--- src/rtl/piso_serializer.sv ---
// Parallel-in, serial-out transmit shifter with valid/ready load, frame flags
// and gapless back-to-back words; clear and enable mirror the capture registers.
module piso_serializer #(
  parameter int unsigned WIDTH      = 8,
  parameter int unsigned MSB_FIRST  = 1,
  parameter logic        IDLE_LEVEL = 1'b0
) (
  input  logic             clk,
  input  logic             reset,
  input  logic             clr,
  input  logic             en,
  input  logic             load_valid,
  input  logic [WIDTH-1:0] load_data,
  output logic             load_ready,
  output logic             sout,
  output logic             sout_valid,
  output logic             frame_start,
  output logic             frame_last
);

  localparam int unsigned CW = (WIDTH > 2) ? $clog2(WIDTH) : 1;
  localparam logic [CW-1:0] LAST = CW'(WIDTH - 1);

  typedef enum logic {IDLE, SHIFT} state_t;

  state_t         state, state_nx;
  logic [WIDTH-1:0] sreg, sreg_nx;
  logic [CW-1:0]  cnt, cnt_nx;
  logic           at_last;
  logic           xfer;
  logic [WIDTH-1:0] shifted;

  assign at_last    = (state == SHIFT) && (cnt == LAST);
  assign load_ready = (state == IDLE) || at_last;
  assign xfer       = load_valid & load_ready & en & ~clr;

  // Zero-fill shift toward whichever end drives sout.
  always_comb begin
    if (MSB_FIRST != 0) shifted = {sreg[WIDTH-2:0], 1'b0};
    else                shifted = {1'b0, sreg[WIDTH-1:1]};
  end

  always_comb begin
    state_nx = state;
    sreg_nx  = sreg;
    cnt_nx   = cnt;
    if (clr) begin
      state_nx = IDLE;
      sreg_nx  = '0;
      cnt_nx   = '0;
    end else if (en) begin
      unique case (state)
        IDLE: begin
          if (xfer) begin
            sreg_nx  = load_data;
            cnt_nx   = '0;
            state_nx = SHIFT;
          end
        end
        SHIFT: begin
          if (cnt != LAST) begin
            sreg_nx = shifted;
            cnt_nx  = cnt + CW'(1);
          end else if (xfer) begin
            sreg_nx = load_data;
            cnt_nx  = '0;
          end else begin
            state_nx = IDLE;
            cnt_nx   = '0;
          end
        end
        default: state_nx = IDLE;
      endcase
    end
  end

  always_ff @(posedge clk or posedge reset) begin
    if (reset) begin
      state <= IDLE;
      sreg  <= '0;
      cnt   <= '0;
    end else begin
      state <= state_nx;
      sreg  <= sreg_nx;
      cnt   <= cnt_nx;
    end
  end

  always_comb begin
    sout = IDLE_LEVEL;
    if (state == SHIFT) begin
      if (MSB_FIRST != 0) sout = sreg[WIDTH-1];
      else                sout = sreg[0];
    end
  end

  assign sout_valid  = (state == SHIFT);
  assign frame_start = (state == SHIFT) && (cnt == '0);
  assign frame_last  = at_last;

endmodule

--- config.mk ---
export PLATFORM = sky130hd
export DESIGN_NAME = piso_serializer
export DESIGN_NICKNAME = d
export VERILOG_FILES = /design/src/rtl/piso_serializer.sv
export SDC_FILE = /design/constraint.sdc
export NUM_CORES = 1
export LEC_CHECK = 0
export BUFFER_PORTS_ARGS = -buffer_cell sky130_fd_sc_hd__buf_2
export CAP_MARGIN = 25
export CORE_MARGIN = 8
export CORE_UTILIZATION = 51
export DETAILED_ROUTE_END_ITERATION = 8
export GPL_ROUTABILITY_DRIVEN = 0
export GPL_TIMING_DRIVEN = 0
export PLACE_DENSITY = 0.76
export SLEW_MARGIN = 20
export SYNTH_ARGS = -nofsm -noshare
export SYNTH_HDL_FRONTEND = slang
export SYNTH_SLANG_ARGS = --single-unit
--- constraint.sdc ---
create_clock -name clk -period 2.22 [get_ports clk]
set_input_delay 0.444 -clock clk [delete_from_list [all_inputs] [get_ports clk]]
set_output_delay 0.444 -clock clk [all_outputs]
set_load 0.05 [all_outputs]
After elaboration in Yosys (flattened, before gate mapping)
Index checks and enable logic that the tools add are counted.

storage, ports and cells
  word-level logic and storage cells = 34
  output and inout bits = 5
  flip-flop bits (word level) = 12

cells by class
  bitwise gates (word level) = 5
  equal/unequal tests = 3
  add/subtract/negate cells = 1
  mux-type cells = 16
  reduce and logical (&&, ||, !) cells = 6

operators by type and width
  operator                                     count
  two-way mux 8 bit                            4
  case mux 8 bit (2 select lines)              1
  two-way mux 3 bit                            4
  != test 3 bit, second input constant         2
  case mux 3 bit (2 select lines)              1
  two-way mux 1 bit                            5
  adder 3 x 1 -> 3 bit, second input constant  1
  AND 1 bit                                    3
  equality test 3 bit, second input constant   1
  zero test 3 bit                              1
  logical AND 1 bit                            2
  inverter 1 bit                               2
  case mux 1 bit (2 select lines)              1
  AND reduction 2 bit                          1
  nonzero test 2 bit                           1
  logical OR 1 bit                             1

Depth between registers and ports, before layout
Gate-level depths: netlist of run 1.

  depth after elaboration = 11
  depth in mapped cells = 7
  gate-level depth less buffers = 6

Least setup slack after synthesis of run 1
OpenSTA, ideal clock, no wires.

  kind = reg-to-output
  start point = reg state (netlist: sout_valid)
  end point = out frame_start
  data arrival time = 1529 ps
  setup slack = 247 ps
  path buffers = 1
  data required time = 1776 ps
  stages on the path, launching flop included = 4
  cells stage by stage = dfrtp_1 > buf_4 > nand2_1 > nor2_1

on the way
  longest elaborated chain between the ends = 1

ends and longest elaborated chain
  what                      line  text
  start: declaration        26    state_t state, state_nx;
  start signal: assignment  83    state <= state_nx;
  logical AND 1 bit         98    assign frame_start = (state == SHIFT) && (cnt == '0);
  end: declaration          17    output logic frame_start,

Every way passes these cells.

Final worst setup path of run 1
  start point = reg cnt[0]
  end point = out load_ready

on the way
  longest elaborated chain between the ends = 3

ends and longest elaborated chain
  what                      line  text
  start: declaration        28    logic [CW-1:0] cnt, cnt_nx;
  start signal: assignment  85    cnt <= cnt_nx;
  equality test 3 bit       33    assign at_last = (state == SHIFT) && (cnt == LAST);
  logical AND 1 bit         33
  logical OR 1 bit          34    assign load_ready = (state == IDLE) || at_last;
  end: declaration          14    output logic load_ready,

Every way passes these cells.

==> results of run 1 <==
==> power groups by stage <==
stage / clock (W) / combinational [W] / sequential (W)
2_1_floorplan: 0 / 0.0000895 / 0.000249
3_5_place_dp: 0 / 0.000125 / 0.000247
6_report: 0.000178 / 0.000130 / 0.000242
5_1_grt: 0.000188 / 0.000144 / 0.000244
4_1_cts: 0.000179 / 0.000126 / 0.000242
3_3_place_gp: 0 / 0.000123 / 0.000246
==> state kept, by name, summed over array words and instances, names as in the netlist <==
name        flops
cnt             3
sout_valid      1
sreg            8
==> worst max-delay path, stage by stage, from the launching register on <==
cell and delay [ns]:
dfrtp_1 0.42, ha_1 0.21, ha_2 0.20, and2b_1 0.21, buf_6 0.13, inv_1 0.07, buf_6 0.15
==> layer usage <==
layer | routed length, um | track usage
met1 | 734 | 0.1582
met2 | 770 | 0.1887
met3 | 73 | 0.01630
met4 | 20 | 0.04918
met5 | 0 | 0
==> cell usage after synthesis (all sizes together) <==
master,n,area [um^2]
dfrtp,12,300.3
nor3,7,35.03
a31oi,1,6.260
buf,4,41.29
a2111oi,7,117.6
o22ai,1,20.02
o21ai,1,5.000
inv,11,41.29
nand4b,1,8.760
ha,3,37.54
and2b,2,16.27
nand2b,1,6.260
nand3b,2,15.01
nor4bb,1,10.01
nand2,3,11.26
a21oi,3,15.01
and2,2,15.01
a32oi,1,8.760
or2b,1,8.760
nand4,1,6.260
nor2,10,37.54
==> cells by family after synthesis <==
group           Yosys count  share of synthesized area
simple gates             31                     0.2230
buf+inv                  15                     0.1082
compound gates           14                     0.2262
flops                    12                     0.3934
fa+ha+maj                 3                    0.04919
==> worst paths after layout <==
kind,from,to,slack (ns),cells after the start
max,cnt[0]$_DFFE_PP0P_,load_ready,0.11,6
min,reset,cnt[2]$_DFFE_PP0P_,0.16,2
max reg2reg,cnt[0]$_DFFE_PP0P_,sreg[2]$_DFFE_PP0P_,0.43,6
min reg2reg,sreg[7]$_DFFE_PP0P_,sreg[7]$_DFFE_PP0P_,0.54,2
max in group asynchronous,reset,sreg[5]$_DFFE_PP0P_,1.74,2
min in group clk,clr,sreg[5]$_DFFE_PP0P_,0.43,2
==> cell type report <==
cell class / count / share of cell area
Multi-Input combinational cell: 48 / 0.4146
Inverter: 11 / 0.04472
Clock buffer: 4 / 0.03930
Sequential cell: 12 / 0.3252
Timing Repair Buffer: 18 / 0.1098
Tap cell: 16 / 0.02168
Buffer: 4 / 0.04472
==> repair_timing <==
item,4_1_cts,5_1_grt
endpoints found under the setup margin,1,1
resized for setup,1,2
buffers inserted,0,2
endpoints found under the hold margin,0,0
==> through the flow <==
stage	total power (W)	setup WS [ns]	area [um^2]	cells	utilization
global route	0.0005754	0.01376	923.4	113	0.6351
detailed placement	0.0003716	0.3019	863.3	107	0.5938
CTS	0.0005472	0.01157	902.1	111	0.6205
finish	0.0005499	0.1073	923.4	113	0.6351
floorplan	0.0003389	0.2473	763.2	75	-
global placement	0.0003681	0.3312	863.3	107	0.5938
==> results.toml, run 1 <==
[route]
vias = 626
drt-wirelength-per-cell_um = 14.15
ant_nets = 0
drc = 0
finalWirelength_um = 1599
first_pass_iters = 4
drt_iter0_markers = 3
vias_per_cell = 5.540

[logic_synthesis]
synth_cell_types = 24
syn_nets = 91
ys_ff_latch = 12
avgSynthCellArea_um2 = 10.18
netlist_instances = 75
synth-seq-area-share = 0.3934
syn-cell-area_um2 = 763.2
yosysWarnings = 0

[setup_path]
arrival_ns = 1.67
crit_required_ns = 1.78
end_kind = "output port"
crit_fanout = 6
cp-start-kind = "flip-flop"
crit_type = "flip-flop to output port"

[finish]
nFillCells = 130
diodes = 0
layout_common_cells = "15 x buf_2, 12 x dfrtp_1, 11 x inv_1, 10 x nor2_1, 7 x nor3_1"
final_common_cell = "buf_2"
area_growth_pct = 20.98
drive_gt1_frac = 0.4021
finalNetCount = 114
multiInputGateArea_um2 = 382.9
seq_area_um2 = 300.3

[power]
clock_power_share = 0.323
leakagePower_nw = 0.4329
peakVddDrop_v = 0.0002933
p_per_area_nw_per_um2 = 595.6
power_frac_comb = 0.236
power_frac_seq = 0.440
p_int_w = 0.0003867
swShare = 0.2968
p_sw_w = 0.0001632

[global_routing]
grt_max_degree = 13
grt_pass1_vias = 608
gr-total-overflow = 0
antenna_found_initial = 0
track_usage = 0.1193
grt_pass1_wl_um = 2649

[floorplanning]
initial_core_util = 0.5250
die_h_um = 54.69
core_um2 = 1454
die-area_um2 = 2990
rows = 14
pin_count = 18
die_x_um = 54.69

[run]
cap_violations = 0

[cts]
numCtsBuffers = 3
cts_sinks = 12
hold_buffers = 0
cts_tree = "built"
cts_root_buffer = "clkbuf_4"
cts_buffer_depth = 2
cts-htree-levels = 1
clock_latency_ns = 0.28
clkTransAtPathRegs_ns = 0.08

[timing]
rsz0062_at_grt = "no"
tightest_slew_ns = 0.4720
setup_viol = 0
holdWs_ns = 0.1631
final_max_slew_viol_count = 0
relSlewSlack = 0.6850
min_period_over_period = 0.9517
finalSetupTns_ns = 0
fin_crit_ns = 2.113
skew_ns = 0.001536
fmax_mhz = 473.3
hold_viol = 0

[placement]
port-buffer-count = 16
dp_hpwl_um = 1175

[status]
status = "complete, no violations"

[hold_path]
hp-class = "input pin to async pin"
No activity file was read; power rests on OpenSTA's default activity.
==> inputs of run 2 (changes only) <==
- GPL_TIMING_DRIVEN: 0 -> not set
==> run 2 against run 1 <==
  * Clock-buffer cell count down 1
  * Critical path depth down 1
  * Sequential share of layout area up 2.5 points
  * Sequential power about the same
  * Cell area down 7.0%
  * Clock power down 28%
  * Clock skew down 0.00086 ns
  * Combinational power down 12%
  * Critical endpoint unchanged
  * Largest power group unchanged
==> results.toml, run 2 (same netlist as run 1, synthesis figures left out) <==
[timing]
finalSetupTns_ns = 0
final_max_slew_viol_count = 0
fin_crit_ns = 2.127
holdWs_ns = 0.1822
skew_ns = 0.0006723
fmax_mhz = 470.1
setup_viol = 0
hold_viol = 0
min_period_over_period = 0.9582
setup_ws_ns = 0.09284
tightest_slew_ns = 0.4751
relSlewSlack = 0.6829
rsz0062_at_grt = "no"

[floorplanning]
initial_core_util = 0.5250
die_x_um = 54.69
rows = 14
core_um2 = 1454
die_h_um = 54.69
die-area_um2 = 2990
pin_count = 18

[cts]
cts_resized = 0
clkTransAtPathRegs_ns = 0.07
clock_latency_ns = 0.26
cts_tree = "built"
cts_buffer_depth = 2
cts_sinks = 12
numCtsBuffers = 3
postCtsSetupBuffers = 0
hold_buffers = 0
cts-htree-levels = 1
cts_root_buffer = "clkbuf_4"

[global_routing]
track_usage = 0.1124
antenna_found_initial = 0
gr-total-overflow = 0
grt_pass1_wl_um = 2553
grt_pass1_vias = 605
grt_max_degree = 15

[setup_path]
path_delay_family = "adder cells"
crit_type = "flip-flop to output port"
worst-path-stages = 5
end_kind = "output port"
crit_slowest_cell = "dfrtp_1"
critPathMostFrequentCell = "ha_1"
crit_fanout = 5
crit_required_ns = 1.78
crit_start = "cnt[0]$_DFFE_PP0P_"
critical_path_buf_inv_count = 2
r2r_cells = 6
r2r-start = "cnt[0]$_DFFE_PP0P_"
arrival_ns = 1.68
max_stage_delay_ns = 0.41
cp-start-kind = "flip-flop"
path_cells = "ha_1 -> ha_1 -> and2b_2 -> inv_1 -> buf_2"

[run]
cap_violations = 0

[power]
p_per_area_nw_per_um2 = 566.9
p_int_w = 0.0003391
peakVddDrop_v = 0.0002896
power_frac_comb = 0.234
swShare = 0.3032
leakagePower_nw = 0.4007
power_frac_seq = 0.503
clock_power_share = 0.263
p_sw_w = 0.0001475

[placement]
port-buffer-count = 17
dp_hpwl_um = 1109
dpl-instance-area_um2 = 834.6
dp_slack_ns = 0.3476

[finish]
final_core_util = 0.5904
diodes = 0
final_common_cell = "buf_2"
nFillCells = 134
drive_gt1_frac = 0.3696
finalNetCount = 110
regMostFlops = "sreg"
layout_common_cells = "17 x buf_2, 12 x dfrtp_1, 11 x inv_1, 10 x nor2_1, 7 x nor3_1"
design_area_um2 = 858.3
largest_reg_flops = 8
area_growth_pct = 12.46

[route]
drt-wirelength-per-cell_um = 13.75
vias_per_cell = 5.685
first_pass_iters = 6
finalWirelength_um = 1485
ant_nets = 0
drt_iter0_markers = 14
vias = 614
drc = 0

[status]
status = "complete, no violations"

[hold_path]
hp-class = "input pin to async pin"
==> run 2: area by class of cell <==
cell class | instances | area [um^2] | area share
timing repair buffer | 18 | 92.59 | 0.1079
sequential | 12 | 300.3 | 0.3499
clock buffer | 3 | 22.52 | 0.02624
multi-input combinational | 48 | 381.6 | 0.4446
tap | 16 | 20.02 | 0.02332
inverter | 11 | 41.29 | 0.04810
==> run 2: metal layers <==
| metal | routed length [um] | share of wire | track usage |
|---|---|---|---|
| met5 | 0 | 0 | 0 |
| met1 | 706 | 0.48 | 0.1604 |
| met2 | 701 | 0.47 | 0.1566 |
| met3 | 58 | 0.039 | 0.01630 |
| met4 | 19 | 0.013 | 0.06148 |
==> run 2: metrics by stage <==
stage,power (W),cells
floorplan,0.0003389,75
global placement,0.0003612,105
detailed placement,0.0003634,105
CTS,0.0004939,108
global route,0.0005163,108
finish,0.0004866,108
==> run 2: power by group through the flow <==
stage	Combinational (W)	Clock, W	Sequential (W)
floorplan	0.0000895	0	0.000249
global placement	0.000113	0	0.000248
detailed placement	0.000114	0	0.000249
CTS	0.000115	0.000134	0.000245
global route	0.000124	0.000144	0.000248
finish	0.000114	0.000128	0.000245
==> run 2: path summary, 6_finish.rpt <==
kind | endpoint | slack (ns)
max | load_ready | 0.09
min | cnt[2]$_DFFE_PP0P_ | 0.18
max reg2reg | sreg[2]$_DFFE_PP0P_ | 0.43
min reg2reg | sreg[7]$_DFFE_PP0P_ | 0.53
max in group asynchronous | sreg[2]$_DFFE_PP0P_ | 1.72
min in group clk | sreg[0]$_DFFE_PP0P_ | 0.47
==> inputs of run 3 (changes only) <==
- CORE_MARGIN: 8 -> not set
- RECOVER_POWER: not set -> 100
==> run 3 against run 2 <==
  * Cell area decreased by 3.1%
  * Clock skew grew 0.0053 ns
  * Power is 5.9% higher
  * Die area down 45%
  * Wire length up 5.1%
  * Hold slack got worse by 0.019 ns
  * Clock-buffer cell count rose by 1
  * Via count fell by 0.16%
  * Critical path type unchanged
==> results.toml, run 3 (same netlist as run 1, synthesis figures left out) <==
[status]
status = "complete, no violations"

[finish]
largest_reg_flops = 8
drive_gt1_frac = 0.2872
fin_cells = 109
regMostFlops = "sreg"
diodes = 0
finalNetCount = 111
layout_common_cells = "12 x dfrtp_1, 12 x buf_2, 11 x inv_1, 10 x nor2_1, 7 x nor3_1"
final_core_util = 0.6163
area_growth_pct = 9.016

[setup_path]
reg2reg_to = "sreg[6]$_DFFE_PP0P_"
crit_fanout = 5
critPathMostFrequentCell = "ha_1"
arrival_ns = 1.67
crit_type = "flip-flop to output port"
r2r_cells = 6
cp-start-kind = "flip-flop"
crit_required_ns = 1.78
path_cells = "ha_1 -> ha_1 -> and2b_2 -> inv_1 -> clkbuf_4"
r2r-start = "cnt[0]$_DFFE_PP0P_"
critical_path_buf_inv_count = 2
end_kind = "output port"
crit_slowest_cell = "dfrtp_1"
max_stage_delay_ns = 0.41
path_delay_family = "adder cells"
r2r_slack_ns = 0.23

[power]
total_power_w = 0.0005155
clock_power_share = 0.330
power_frac_comb = 0.194
p_per_area_nw_per_um2 = 619.5
p_sw_w = 0.0001465
leakagePower_nw = 0.3960
power_frac_seq = 0.476
p_int_w = 0.0003690
peakVddDrop_v = 0.0004092
swShare = 0.2842

[timing]
setup_viol = 0
fmax_mhz = 473.6
relSlewSlack = 0.6058
hold_viol = 0
finalSetupTns_ns = 0
tightest_slew_ns = 0.5938
skew_ns = 0.005965
fin_crit_ns = 2.112
final_max_slew_viol_count = 0
rsz0062_at_grt = "no"
min_period_over_period = 0.9511

[cts]
numCtsBuffers = 3
cts_buffer_depth = 2
cts_sinks = 12
hold_buffers = 0
cts_root_buffer = "clkbuf_4"
clkTransAtPathRegs_ns = 0.08
cts-htree-levels = 1
clock_latency_ns = 0.27
cts_tree = "built"

[route]
drt_iter0_markers = 18
finalWirelength_um = 1560
ant_nets = 0
drc = 0
drt-wirelength-per-cell_um = 14.31
vias = 613
first_pass_iters = 4
vias_per_cell = 5.624

[global_routing]
grt_pass1_wl_um = 2221
grt_max_degree = 15
grt_pass1_vias = 522
gr-total-overflow = 0
antenna_found_initial = 0
track_usage = 0.2111

[floorplanning]
die_x_um = 40.69
die_h_um = 40.69
rows = 13
pin_count = 18
die-area_um2 = 1655
core_um2 = 1350
initial_core_util = 0.5653

[run]
cap_violations = 0

[placement]
dp_hpwl_um = 1121
port-buffer-count = 17
placed_cells = 104

[hold_path]
hp-class = "input pin to async pin"
[run 3: how the worst max path moves through the flow]
stage / startpoint / endpoint / slack, ns / cells after the start
finish: cnt[0]$_DFFE_PP0P_ / load_ready / 0.11 / 5
CTS: cnt[0]$_DFFE_PP0P_ / load_ready / 0.04 / 5
global placement: cnt[0]$_DFFE_PP0P_ / load_ready / 0.38 / 5
floorplan: sout_valid$_DFFE_PP0P_ / frame_start / 0.25 / 3
global route: cnt[0]$_DFFE_PP0P_ / load_ready / 0.03 / 5
detailed placement: cnt[0]$_DFFE_PP0P_ / load_ready / 0.34 / 5
[run 3: worst register-to-register path, cell delays in order, from the launching register on]
cell	delay (ns)
dfrtp_1	0.41
ha_1	0.22
ha_1	0.22
and2b_2	0.26
buf_4	0.11
o22ai_2	0.15
a2111oi_0	0.49
[run 3: what timing repair did]
item	in CTS	in global routing
gates resized for setup	0	2
setup buffers	0	1
endpoints found under the setup margin	0	1
[run 3: metrics by stage]
stage | worst slack (ns) | hold WS [ns] | instance area [um^2]
2_1_floorplan | 0.2473 | 0.3087 | 763.2
3_3_place_gp | 0.3838 | 0.4730 | 833.3
3_5_place_dp | 0.3422 | 0.4653 | 833.3
4_1_cts | 0.03860 | 0.1681 | 869.6
5_1_grt | 0.03003 | 0.1951 | 832.0
6_report | 0.1085 | 0.1628 | 832.0
[run 3: routing by layer]
metal | vias up | track usage | share of wire
li1 | 299 | - | -
met1 | 288 | 0.2683 | 0.46
met2 | 26 | 0.3492 | 0.49
met3 | 0 | 0.08152 | 0.054
met4 | 0 | 0.02500 | 0
met5 | - | 0 | 0
[run 3: cell type report]
| cell class | count | area, um^2 |
|---|---|---|
| inverter | 11 | 41.29 |
| clock buffer | 4 | 36.28 |
| multi-input combinational | 48 | 336.6 |
| sequential | 12 | 300.3 |
| fill | 124 | 518.0 |
| tap | 15 | 18.77 |
| timing repair buffer | 19 | 98.84 |
[run 3: power groups by stage]
stage | Clock (W) | Combinational, W | Sequential, W
floorplan | 0 | 0.0000895 | 0.000249
global placement | 0 | 0.000112 | 0.000248
detailed placement | 0 | 0.000115 | 0.000249
CTS | 0.000175 | 0.000116 | 0.000245
global route | 0.000183 | 0.000109 | 0.000248
finish | 0.000170 | 0.000100 | 0.000245
